<file path="src/rtl/serial_word_receiver.sv">
// Deserialises start/data/parity/stop frames into DATA_W-bit words behind a one-entry valid/ready buffer.
// Results register on the stop-bit edge; a full, unaccepted buffer drops the new good frame with an overrun pulse.
module serial_word_receiver #(
  parameter int DATA_W      = 7,
  parameter bit PARITY_EVEN = 1'b1
) (
  input  logic              clk,
  input  logic              reset,
  input  logic              rx_en,
  input  logic              rx_bit,
  output logic [DATA_W-1:0] word_out,
  output logic              word_valid,
  input  logic              word_ready,
  output logic              parity_err,
  output logic              frame_err,
  output logic              overrun
);

  localparam int CW = (DATA_W > 1) ? $clog2(DATA_W) : 1;

  localparam logic [1:0] IDLE   = 2'd0;
  localparam logic [1:0] DATA   = 2'd1;
  localparam logic [1:0] PARITY = 2'd2;
  localparam logic [1:0] STOP   = 2'd3;

  logic [1:0]        state;
  logic [CW-1:0]     cnt;
  logic [DATA_W-1:0] shift;
  logic              par_bit;
  logic              ones_odd;
  logic              parity_ok;

  assign ones_odd  = ^{shift, par_bit};
  assign parity_ok = PARITY_EVEN ? !ones_odd : ones_odd;

  always_ff @(posedge clk) begin
    if (reset) begin
      state      <= IDLE;
      cnt        <= '0;
      shift      <= '0;
      par_bit    <= 1'b0;
      word_out   <= '0;
      word_valid <= 1'b0;
      parity_err <= 1'b0;
      frame_err  <= 1'b0;
      overrun    <= 1'b0;
    end else begin
      parity_err <= 1'b0;
      frame_err  <= 1'b0;
      overrun    <= 1'b0;
      if (word_valid && word_ready)
        word_valid <= 1'b0;
      if (rx_en) begin
        case (state)
          IDLE: begin
            if (!rx_bit) begin
              state <= DATA;
              cnt   <= '0;
            end
          end
          DATA: begin
            shift[cnt] <= rx_bit;
            // Counter parks on the last index rather than wrapping.
            if (cnt == CW'(DATA_W - 1))
              state <= PARITY;
            else
              cnt <= cnt + 1'b1;
          end
          PARITY: begin
            par_bit <= rx_bit;
            state   <= STOP;
          end
          default: begin
            state <= IDLE;
            if (!rx_bit)
              frame_err <= 1'b1;
            else if (!parity_ok)
              parity_err <= 1'b1;
            else if (!word_valid || word_ready) begin
              // Load overrides the clear above when the old word leaves on this edge.
              word_out   <= shift;
              word_valid <= 1'b1;
            end else
              overrun <= 1'b1;
          end
        endcase
      end
    end
  end

endmodule

</file>
<file path="config.mk">
export PLATFORM = sky130hd
export DESIGN_NAME = serial_word_receiver
export DESIGN_NICKNAME = d
export VERILOG_FILES = /design/src/rtl/serial_word_receiver.sv
export SDC_FILE = /design/constraint.sdc
export NUM_CORES = 1
export LEC_CHECK = 0
export CAP_MARGIN = 20
export CORE_ASPECT_RATIO = 1.75
export CORE_MARGIN = 5
export CORE_UTILIZATION = 45
export CTS_CLUSTER_DIAMETER = 120
export DETAILED_ROUTE_END_ITERATION = 7
export DONT_BUFFER_PORTS = 1
export PLACE_DENSITY = 0.62
export SYNTH_ARGS = -nofsm -noshare
export SYNTH_HDL_FRONTEND = slang
export SYNTH_SLANG_ARGS = --single-unit
</file>
<file path="constraint.sdc">
create_clock -name clk -period 1.8 [get_ports clk]
set_input_delay 0.09 -clock clk [delete_from_list [all_inputs] [get_ports clk]]
set_output_delay 0.09 -clock clk [all_outputs]
set_load 0.02 [all_outputs]
</file>
---- After elaboration in Yosys (flattened, before gate mapping) ----
Cells that the tools add are included.
operators by class
  muxes and demuxes ....................... 18
  equality and inequality tests ........... 6
  $lt $le $gt $ge ......................... 2
  reduce and logical (&&, ||, !) cells .... 16
  add/sub/neg operators ................... 1
  bitwise operators ....................... 4
operators with widths
  kind                   number
  $mux W1                10
  $reduce_xor A8 Y1      1
  $bwmux W7              1
  $reduce_or A7 Y1       1
  $mux W3                2
  $ne A2 B2 Y1 const B   3
  $pmux W2 S3            1
  $pmux W3 S2            1
  $reduce_or A6 Y1       1
  $reduce_and A5 Y1      1
  $reduce_or A5 Y1       1
  $lt A3 B4 Y1 const B   1
  $mux W2                2
  $not A1 Y1             4
  $reduce_and A2 Y1      2
  $reduce_and A4 Y1      1
  $add A3 B1 Y3 const B  1
  $demux W1 S3           1
  $eq A3 B3 Y1 const B   1
  $ge A3 B1 Y1 const B   1
  $reduce_and A3 Y1      1
  $reduce_or A3 Y1       1
  $eq A2 B1 Y1 const B   1
  $eq A2 B2 Y1 const B   1
  5 further kinds        6
word-level totals
  word-level logic and storage cells ...... 56
  register bits after elaboration ......... 24
  output and inout port bits .............. 11

---- Depth between registers and ports, before layout ----
Gate-level depths: netlist of run 1.
  depth in word-level cells ............... 7
  depth in mapped cells ................... 8

---- Worst setup path after synthesis of run 1 ----
OpenSTA, ideal clock, no wires.
  path type ............................... flip-flop to flip-flop
  start ................................... register cnt[0]
  end ..................................... register cnt[2]
  buffers on the path ..................... 1
  data arrival time ....................... 1.416 ns
  stages on the path, launching flop included .. 9
  slack ................................... 0.293 ns
  cell sequence ........................... dfxtp_1 clkbuf_1 inv_1 ha_1 nand3_1 o2111ai_1 nor2_1 xnor2_1 a311oi_1
between the ends
  longest elaborated chain between the ends .. 3
  elaborated cells on any way between the ends .. 6
  classes of those cells .................. add/sub (1); eq/ne (2); mux (2); reduce/logical (1)
RTL lines
  what                                                     line    text
  start: declaration                                       27      logic [CW-1:0] cnt;
  start signal: assignment                                 67      cnt <= cnt + 1'b1;
  $add A3 B1 Y3 / $eq A3 B3 Y1 (equally long branches)     67, 64
  $mux W3 / $ne A2 B2 Y1 (equally long branches)           --
  $pmux W3 S2 / $reduce_and A4 Y1 (equally long branches)  --
Several ways; a longest one is shown, not always the timed one. The select of a mux whose other input is x is not followed.
A chain may end at the register's enable or synchronous reset.

---- Worst setup path after layout of run 1 ----
  start ................................... register state[1]
  end ..................................... register cnt[2]
between the ends
  longest elaborated chain between the ends .. 3
  elaborated cells on any way between the ends .. 7
  classes of those cells .................. eq/ne (3); mux (1); reduce/logical (3)
RTL lines
  what                                                                        line  text
  start: declaration                                                          26    logic [1:0] state;
  start signal: assignment                                                    38    state <= IDLE;
  start signal: assignment                                                    57    state <= DATA;
  start signal: assignment                                                    65    state <= PARITY;
  $eq A2 B1 Y1 / $logic_not A2 Y1 (equally long branches)                     54    case (state)
  $ne A2 B2 Y1 (no source line) / $reduce_bool A2 Y1 (equally long branches)  --
  $reduce_and A4 Y1 (no source line)                                          --
Several ways; a longest one is shown, not always the timed one.

==> run summary, run 1 <==
Route
* **wire length after detailed routing** 2380 µm
* **routed via count divided by cell count** 5.60
* **wire length per cell** 14.7 µm
* **total iterations of the first detailed-routing run** 4
* **routed via count** 907
* **antenna-violating nets left** 0
* **residual DRC count** 0
* **Detailed Route Iter0 Violations** 41

Worst setup path
* **slowest stage cell on the critical path** dfxtp_1
* **worst reg2reg startpoint** state[1]
* **critical path type** reg2reg
* **Req. time, crit path** 1.98 ns
* **worst r2r path cells** 6
* **sort of element at the end of the critical path** flop
* **critical path data arrival time** 1.86 ns
* **series of cell instances along the critical path** inv_1 > ha_1 > o2111ai_1 > nor2_1 > xnor2_1 > a311oi_1
* **crit path launch type** flop
* **CP max stage delay** 0.39 ns
* **family with the most delay on the worst path** compound AO/OA/AOI/OAI gates
* **end of the worst register-to-register path** cnt[2]
* **crit-path max FO** 8
* **CP bufs+invs** 1
* **register-to-register setup slack** 0.12 ns

Final layout
* **number of nets in the finished design** 148
* **commonest non-fill, non-tap cell in the layout** dfxtp_1
* **multi-input gate area in the final layout** 661 µm²
* **leading cell types in the layout, fill and taps excluded** 23 x dfxtp_1, 18 x nor2_1, 16 x nand2b_1, 14 x mux2i_1, 9 x nand2_1
* **area growth from synthesis to layout** 10.4%
* **diodes inserted** 0
* **FF+latch area** 482 µm²
* **final standard cell count with taps included and fillers excluded** 162
* **layout cell share with drive strength beyond 1** 5.15%
* **number of fill cells** 254

Pwr
* **total power density per cell area** 858 mW/mm²
* **worst ir drop on vdd** 0.000532 V
* **total leakage power** 0.000434 µW

Die
* **die width** 48.8 µm
* **Die Span Y** 78.0 µm
* **num ports** 16
* **core outline area** 0.00252 mm²
* **area enclosed by the die boundary** 0.00381 mm²
* **starting density of the core** 47.1%
* **standard-cell rows** 24

Synth
* **net count of the mapped netlist** 146
* **xor and xnor area share after synthesis** 5.90%
* **compound-gate portion of the synthesized area** 5.27%
* **adder-cell area share of the yosys netlist** 6.32%
* **cell types with the largest area share after synthesis** dfxtp_1 40%, mux2i_1 12%, nand2b_1 8.4%, ha_1 6.3%, nor2_1 5.7%
* **number of synthesized register bits** 24
* **cell area after synthesis** 0.00119 mm²
* **average size of a mapped cell** 8.80 µm²
* **count of distinct cell types in the synthesized netlist** 24
* **fraction of the yosys area taken by sequential cells** 40.5%
* **cell type with the highest aggregate area in the netlist** dfxtp_1
* **mux share of post-synthesis cell area** 11.8%
* **combinational family with the most area after synthesis** simple AND/OR/NAND/NOR gates
* **count of yosys warnings during synthesis** 0
* **number of cells produced by synthesis** 135
* **area share of and/or/nand/nor cells after synthesis** 26.3%
* **top cell type's share of synthesized area** 40.5%

Global routing
* **initial antenna violation count** 0
* **wire length of the first global-routing pass** 4060 µm
* **overflow left after global routing** 0
* **number of global-route vias before repair** 885
* **pin count of the biggest net entering global routing** 19
* **Overall Global Routing Usage** 13.2%

Place
* **detailed placement HPWL** 1590 µm
* **Placed Cells incl. Taps** 153
* **post-place setup slack** 0.135 ns
* **final RePlAce weighted congestion** 0.776
* **count of input and output buffers** 0

Clocking
* **clock tree root buffer cell** clkbuf_8
* **CTS Buffer Depth** 2
* **level count of the clock H-tree** 1
* **post-CTS clock slew at the launch and capture registers of the worst setup and hold paths** 0.09 ns
* **source-to-sink clock delay at the later pin of the worst-skew pair** 0.27 ns
* **number of buffers created by CTS** 3
* **CTS tree** built
* **buffers inserted during post-CTS setup optimization** 0
* **clock sinks** 24

Timing
* **final hold viol count** 0
* **upper clock frequency limit** 595 MHz
* **worst clock skew** 0.0120 ns
* **shortest period the worst path allows** 1.68 ns
* **actual transition at the worst max-transition pin** 0.653 ns
* **worst hold-check slack** 0.000131 ns
* **unrepaired setup endpoints after global routing** no
* **Final Slew Violations** 0
* **share of the clock period used by the worst path after layout** 93.4%
* **total negative slack** 0 ns
* **Max transition margin** 56.3%
* **Final Worst Setup Slack** 0.118 ns
* **final setup violation count** 0

Worst hold path
* **worst hold path depth** 2
* **Worst Hold Launch** reset
* **hold worst-path end** word_out[4]
* **min-delay worst type** in2reg

Outcome
* **outcome** complete, no violations

Job
* **maximum capacitance violations** 0

worst register-to-register path, delay by kind of cell (launching register included):
family | cells | cell delay (ns)
flip-flops | 1 | 0.39
adder cells (fa/ha/maj) | 1 | 0.28
XOR/XNOR | 1 | 0.15
buffers and inverters | 1 | 0.08
AND/OR/NAND/NOR | 1 | 0.12
AO/OA/AOI/OAI | 2 | 0.57
stage by stage:
stage | cell area, µm² | power, µW | util [%]
final | 1310 | 1130 | 52.0
after floorplan | 1190 | 641 | -
after global routing | 1310 | 1170 | 52.0
after global placement | 1190 | 640 | 47.1
after detailed placement | 1190 | 646 | 47.1
after CTS | 1300 | 1130 | 51.5
cell usage after synthesis:
| cell type | number |
|---|---|
| dfxtp_1 | 24 |
| nor2_1 | 18 |
| nand2b_1 | 16 |
| mux2i_1 | 14 |
| nand2_1 | 9 |
| a21oi_1 | 7 |
| clkbuf_1 | 7 |
| xnor2_1 | 7 |
| ha_1 | 6 |
| nor3_1 | 5 |
| inv_1 | 4 |
| nand3_1 | 3 |
| nand4_1 | 2 |
| nor3b_1 | 2 |
| o21ai_0 | 2 |
| a311oi_1 | 1 |
| and4_2 | 1 |
| buf_2 | 1 |
| nand4b_1 | 1 |
| nor2_4 | 1 |
| nor4_1 | 1 |
| o2111ai_1 | 1 |
| or2b_1 | 1 |
| xor2_1 | 1 |
worst max path at each step:
| stage | startpoint | cells after the start | end | slack [ns] |
|---|---|---|---|---|
| 3_5_place_dp | state[1] | 6 | cnt[2] | 0.13 |
| 4_1_cts | state[1] | 6 | cnt[2] | 0.11 |
| 6_report | state[1] | 6 | cnt[2] | 0.12 |
| 3_3_place_gp | state[1] | 6 | shift[2] | 0.24 |
| 2_1_floorplan | cnt[0] | 8 | cnt[2] | 0.29 |
| 5_1_grt | state[1] | 6 | cnt[2] | 0.02 |
layout make-up:
| type | count | area share (%) |
|---|---|---|
| multi-input combinational | 99 | 50.4 |
| tap | 26 | 2.48 |
| clock inverter | 1 | 2.29 |
| inverter | 4 | 1.15 |
| sequential | 24 | 36.7 |
| clock buffer | 3 | 3.15 |
| timing repair buffer | 5 | 3.82 |
registers in the layout, indices dropped and copies added, names as in the netlist, 2 cells and up:
name	flops
word_out	7
state	2
shift	7
cnt	3
per-layer routing:
layer	up-vias	track usage (%)	routed length [µm]
li1	450	-	-
met1	424	15.1	996
met2	27	22.5	1220
met3	6	1.92	109
met4	0	7.82	55
met5	-	0	0
kinds of logic (layout without fill, tap and decap cells):
group	after synthesis	count (layout)
and+or+nand+nor	60	60
xor gates and xnor gates	8	8
DFF	24	24
buffers and inverters	12	13
adders and majority gates	6	6
muxes	14	14
AOI/OAI and AO/OA	11	11
where the power goes:
part / switching (µW) / internal, µW
Sequential: 10.6 / 540
Combinational: 59.0 / 43.7
Clock: 175 / 297
Total: 244 / 881
timing repair:
action                                 4_1_cts  5_1_grt
endpoints found under the hold margin       18        1
gates resized for setup                      0        1
hold buffers                                 4        1
setup endpoints to repair                    0        1
Power figures use the tool's default switching activity.
==> run 2, diff against run 1 <==
--- a/config.mk
+++ b/config.mk
@@ -8,11 +8,11 @@
 export CAP_MARGIN = 20
 export CORE_ASPECT_RATIO = 1.75
 export CORE_MARGIN = 5
-export CORE_UTILIZATION = 45
+export CORE_UTILIZATION = 30
 export CTS_CLUSTER_DIAMETER = 120
 export DETAILED_ROUTE_END_ITERATION = 7
 export DONT_BUFFER_PORTS = 1
-export PLACE_DENSITY = 0.62
+export PLACE_DENSITY_LB_ADDON = 0.3
 export SYNTH_ARGS = -nofsm -noshare
 export SYNTH_HDL_FRONTEND = slang
 export SYNTH_SLANG_ARGS = --single-unit
==> run summary, run 2 (same netlist as run 1, synthesis figures left out) <==
Route
* **wire length after detailed routing** 2350 µm
* **total iterations of the first detailed-routing run** 4
* **uppermost layer routed** met4
* **residual DRC count** 0
* **routed via count divided by cell count** 4.87
* **wire length per cell** 12.8 µm
* **DRT met1 WL** 893 µm
* **Detailed Route Iter0 Violations** 13
* **Met2 Wirelength** 1300 µm
* **routed via count** 891
* **total met3 wirelength after detailed routing** 82 µm
* **antenna-violating nets left** 0

Final layout
* **multi-input gate area in the final layout** 661 µm²
* **number of nets in the finished design** 148
* **FF+latch area** 480 µm²
* **diodes inserted** 0
* **layout cell share with drive strength beyond 1** 3.70%
* **number of fill cells** 423
* **commonest non-fill, non-tap cell in the layout** dfxtp_1
* **area growth from synthesis to layout** 10.1%
* **largest registers** shift (7), word_out (7), cnt (3)
* **Design Area, Final** 0.00131 mm²
* **leading cell types in the layout, fill and taps excluded** 24 x dfxtp_1, 18 x nor2_1, 16 x nand2b_1, 14 x mux2i_1, 9 x nand2_1

Die
* **starting density of the core** 30.7%
* **die width** 57.6 µm
* **standard-cell rows** 30
* **Die Span Y** 93.2 µm
* **core outline area** 0.00387 mm²
* **num ports** 16
* **area enclosed by the die boundary** 0.00537 mm²

Clocking
* **PostCTS Resize Cnt** 0
* **CTS tree** built
* **post-CTS clock slew at the launch and capture registers of the worst setup and hold paths** 0.08 ns
* **clock tree root buffer cell** clkbuf_8
* **CTS Buffer Depth** 2
* **number of hold-repair buffers added at the cts stage** 5
* **clock sinks** 24
* **source-to-sink clock delay at the later pin of the worst-skew pair** 0.26 ns
* **number of buffers created by CTS** 3
* **buffers inserted during post-CTS setup optimization** 0
* **level count of the clock H-tree** 1

Timing
* **final hold viol count** 0
* **shortest period the worst path allows** 1.62 ns
* **Max transition margin** 57.1%
* **upper clock frequency limit** 619 MHz
* **final setup violation count** 0
* **actual transition at the worst max-transition pin** 0.641 ns
* **share of the clock period used by the worst path after layout** 89.7%
* **worst clock skew** 0.00688 ns
* **unrepaired setup endpoints after global routing** no
* **Final Worst Setup Slack** 0.185 ns
* **total negative slack** 0 ns
* **Final Slew Violations** 0

Worst hold path
* **min-delay worst type** in2reg

Place
* **final RePlAce weighted congestion** 0.779
* **detailed placement HPWL** 1630 µm
* **cell area after placement** 0.00122 mm²
* **count of input and output buffers** 0
* **post-place setup slack** 0.204 ns

Worst setup path
* **critical path data arrival time** 1.75 ns
* **crit path launch type** flop
* **slowest stage cell on the critical path** dfxtp_1
* **sort of element at the end of the critical path** flop
* **crit-path max FO** 5
* **Req. time, crit path** 1.94 ns
* **CP max stage delay** 0.39 ns
* **series of cell instances along the critical path** inv_1 > ha_1 > nand2_1 > nand2_1 > a21oi_1 > mux2i_1 > nor2_1
* **critical path type** reg2reg
* **most repeated library cell on the critical path** nand2_1

Global routing
* **pin count of the biggest net entering global routing** 18
* **initial antenna violation count** 0
* **Overall Global Routing Usage** 9.54%
* **number of global-route vias before repair** 853
* **overflow left after global routing** 0
* **wire length of the first global-routing pass** 3970 µm

Job
* **maximum capacitance violations** 0

Pwr
* **total power density per cell area** 735 mW/mm²
* **total leakage power** 0.000421 µW
* **worst ir drop on vdd** 0.000343 V

Outcome
* **outcome** complete, no violations

==> run 2: path summary, 6_finish.rpt <==
check,from,cells after the start,endpoint,slack [ns]
setup / recovery,state[0],7,state[1],0.18
hold / removal,reset,2,word_out[6],0.003
setup reg to reg,state[0],7,state[1],0.18
hold reg to reg,shift[4],2,word_out[4],0.51
==> run 2: stage by stage <==
| step | power (µW) | cells | hold slack [ns] | util, % |
|---|---|---|---|---|
| 2_1_floorplan | 641 | 135 | 0.271 | - |
| 3_3_place_gp | 641 | 175 | 0.161 | 31.5 |
| 3_5_place_dp | 645 | 175 | 0.166 | 31.5 |
| 4_1_cts | 973 | 183 | 0.000959 | 33.8 |
| 5_1_grt | 999 | 183 | 0.0114 | 33.8 |
| 6_report | 961 | 183 | 0.00256 | 33.8 |
==> run 2: layer usage <==
metal | vias up | track usage [%]
met1 | 427 | 9.80
met2 | 13 | 16.9
met4 | 0 | 6.38
met5 | - | 0
met3 | 4 | 1.80
li1 | 447 | -
==> run 2: where the power goes <==
part	internal (µW)	leakage (µW)	switching, µW
clock	150	0.0000216	163
combinational	42.7	0.000206	56.4
sequential	539	0.000194	10.4
total	731	0.000421	230
==> run 2: layout make-up <==
cell class	instances	share of cell area, %
sequential	24	36.7
clock buffer	3	3.16
timing repair buffer	5	3.83
inverter	4	1.15
multi-input combinational	99	50.5
tap	48	4.59
==> run 2: critical path, delay by kind of cell, from the launching register on <==
kind            cells  cell delay [ns]
simple gates        3             0.25
mux                 1             0.24
fa+ha+maj           1             0.26
compound gates      1             0.26
flops               1             0.39
buf+inv             1             0.09
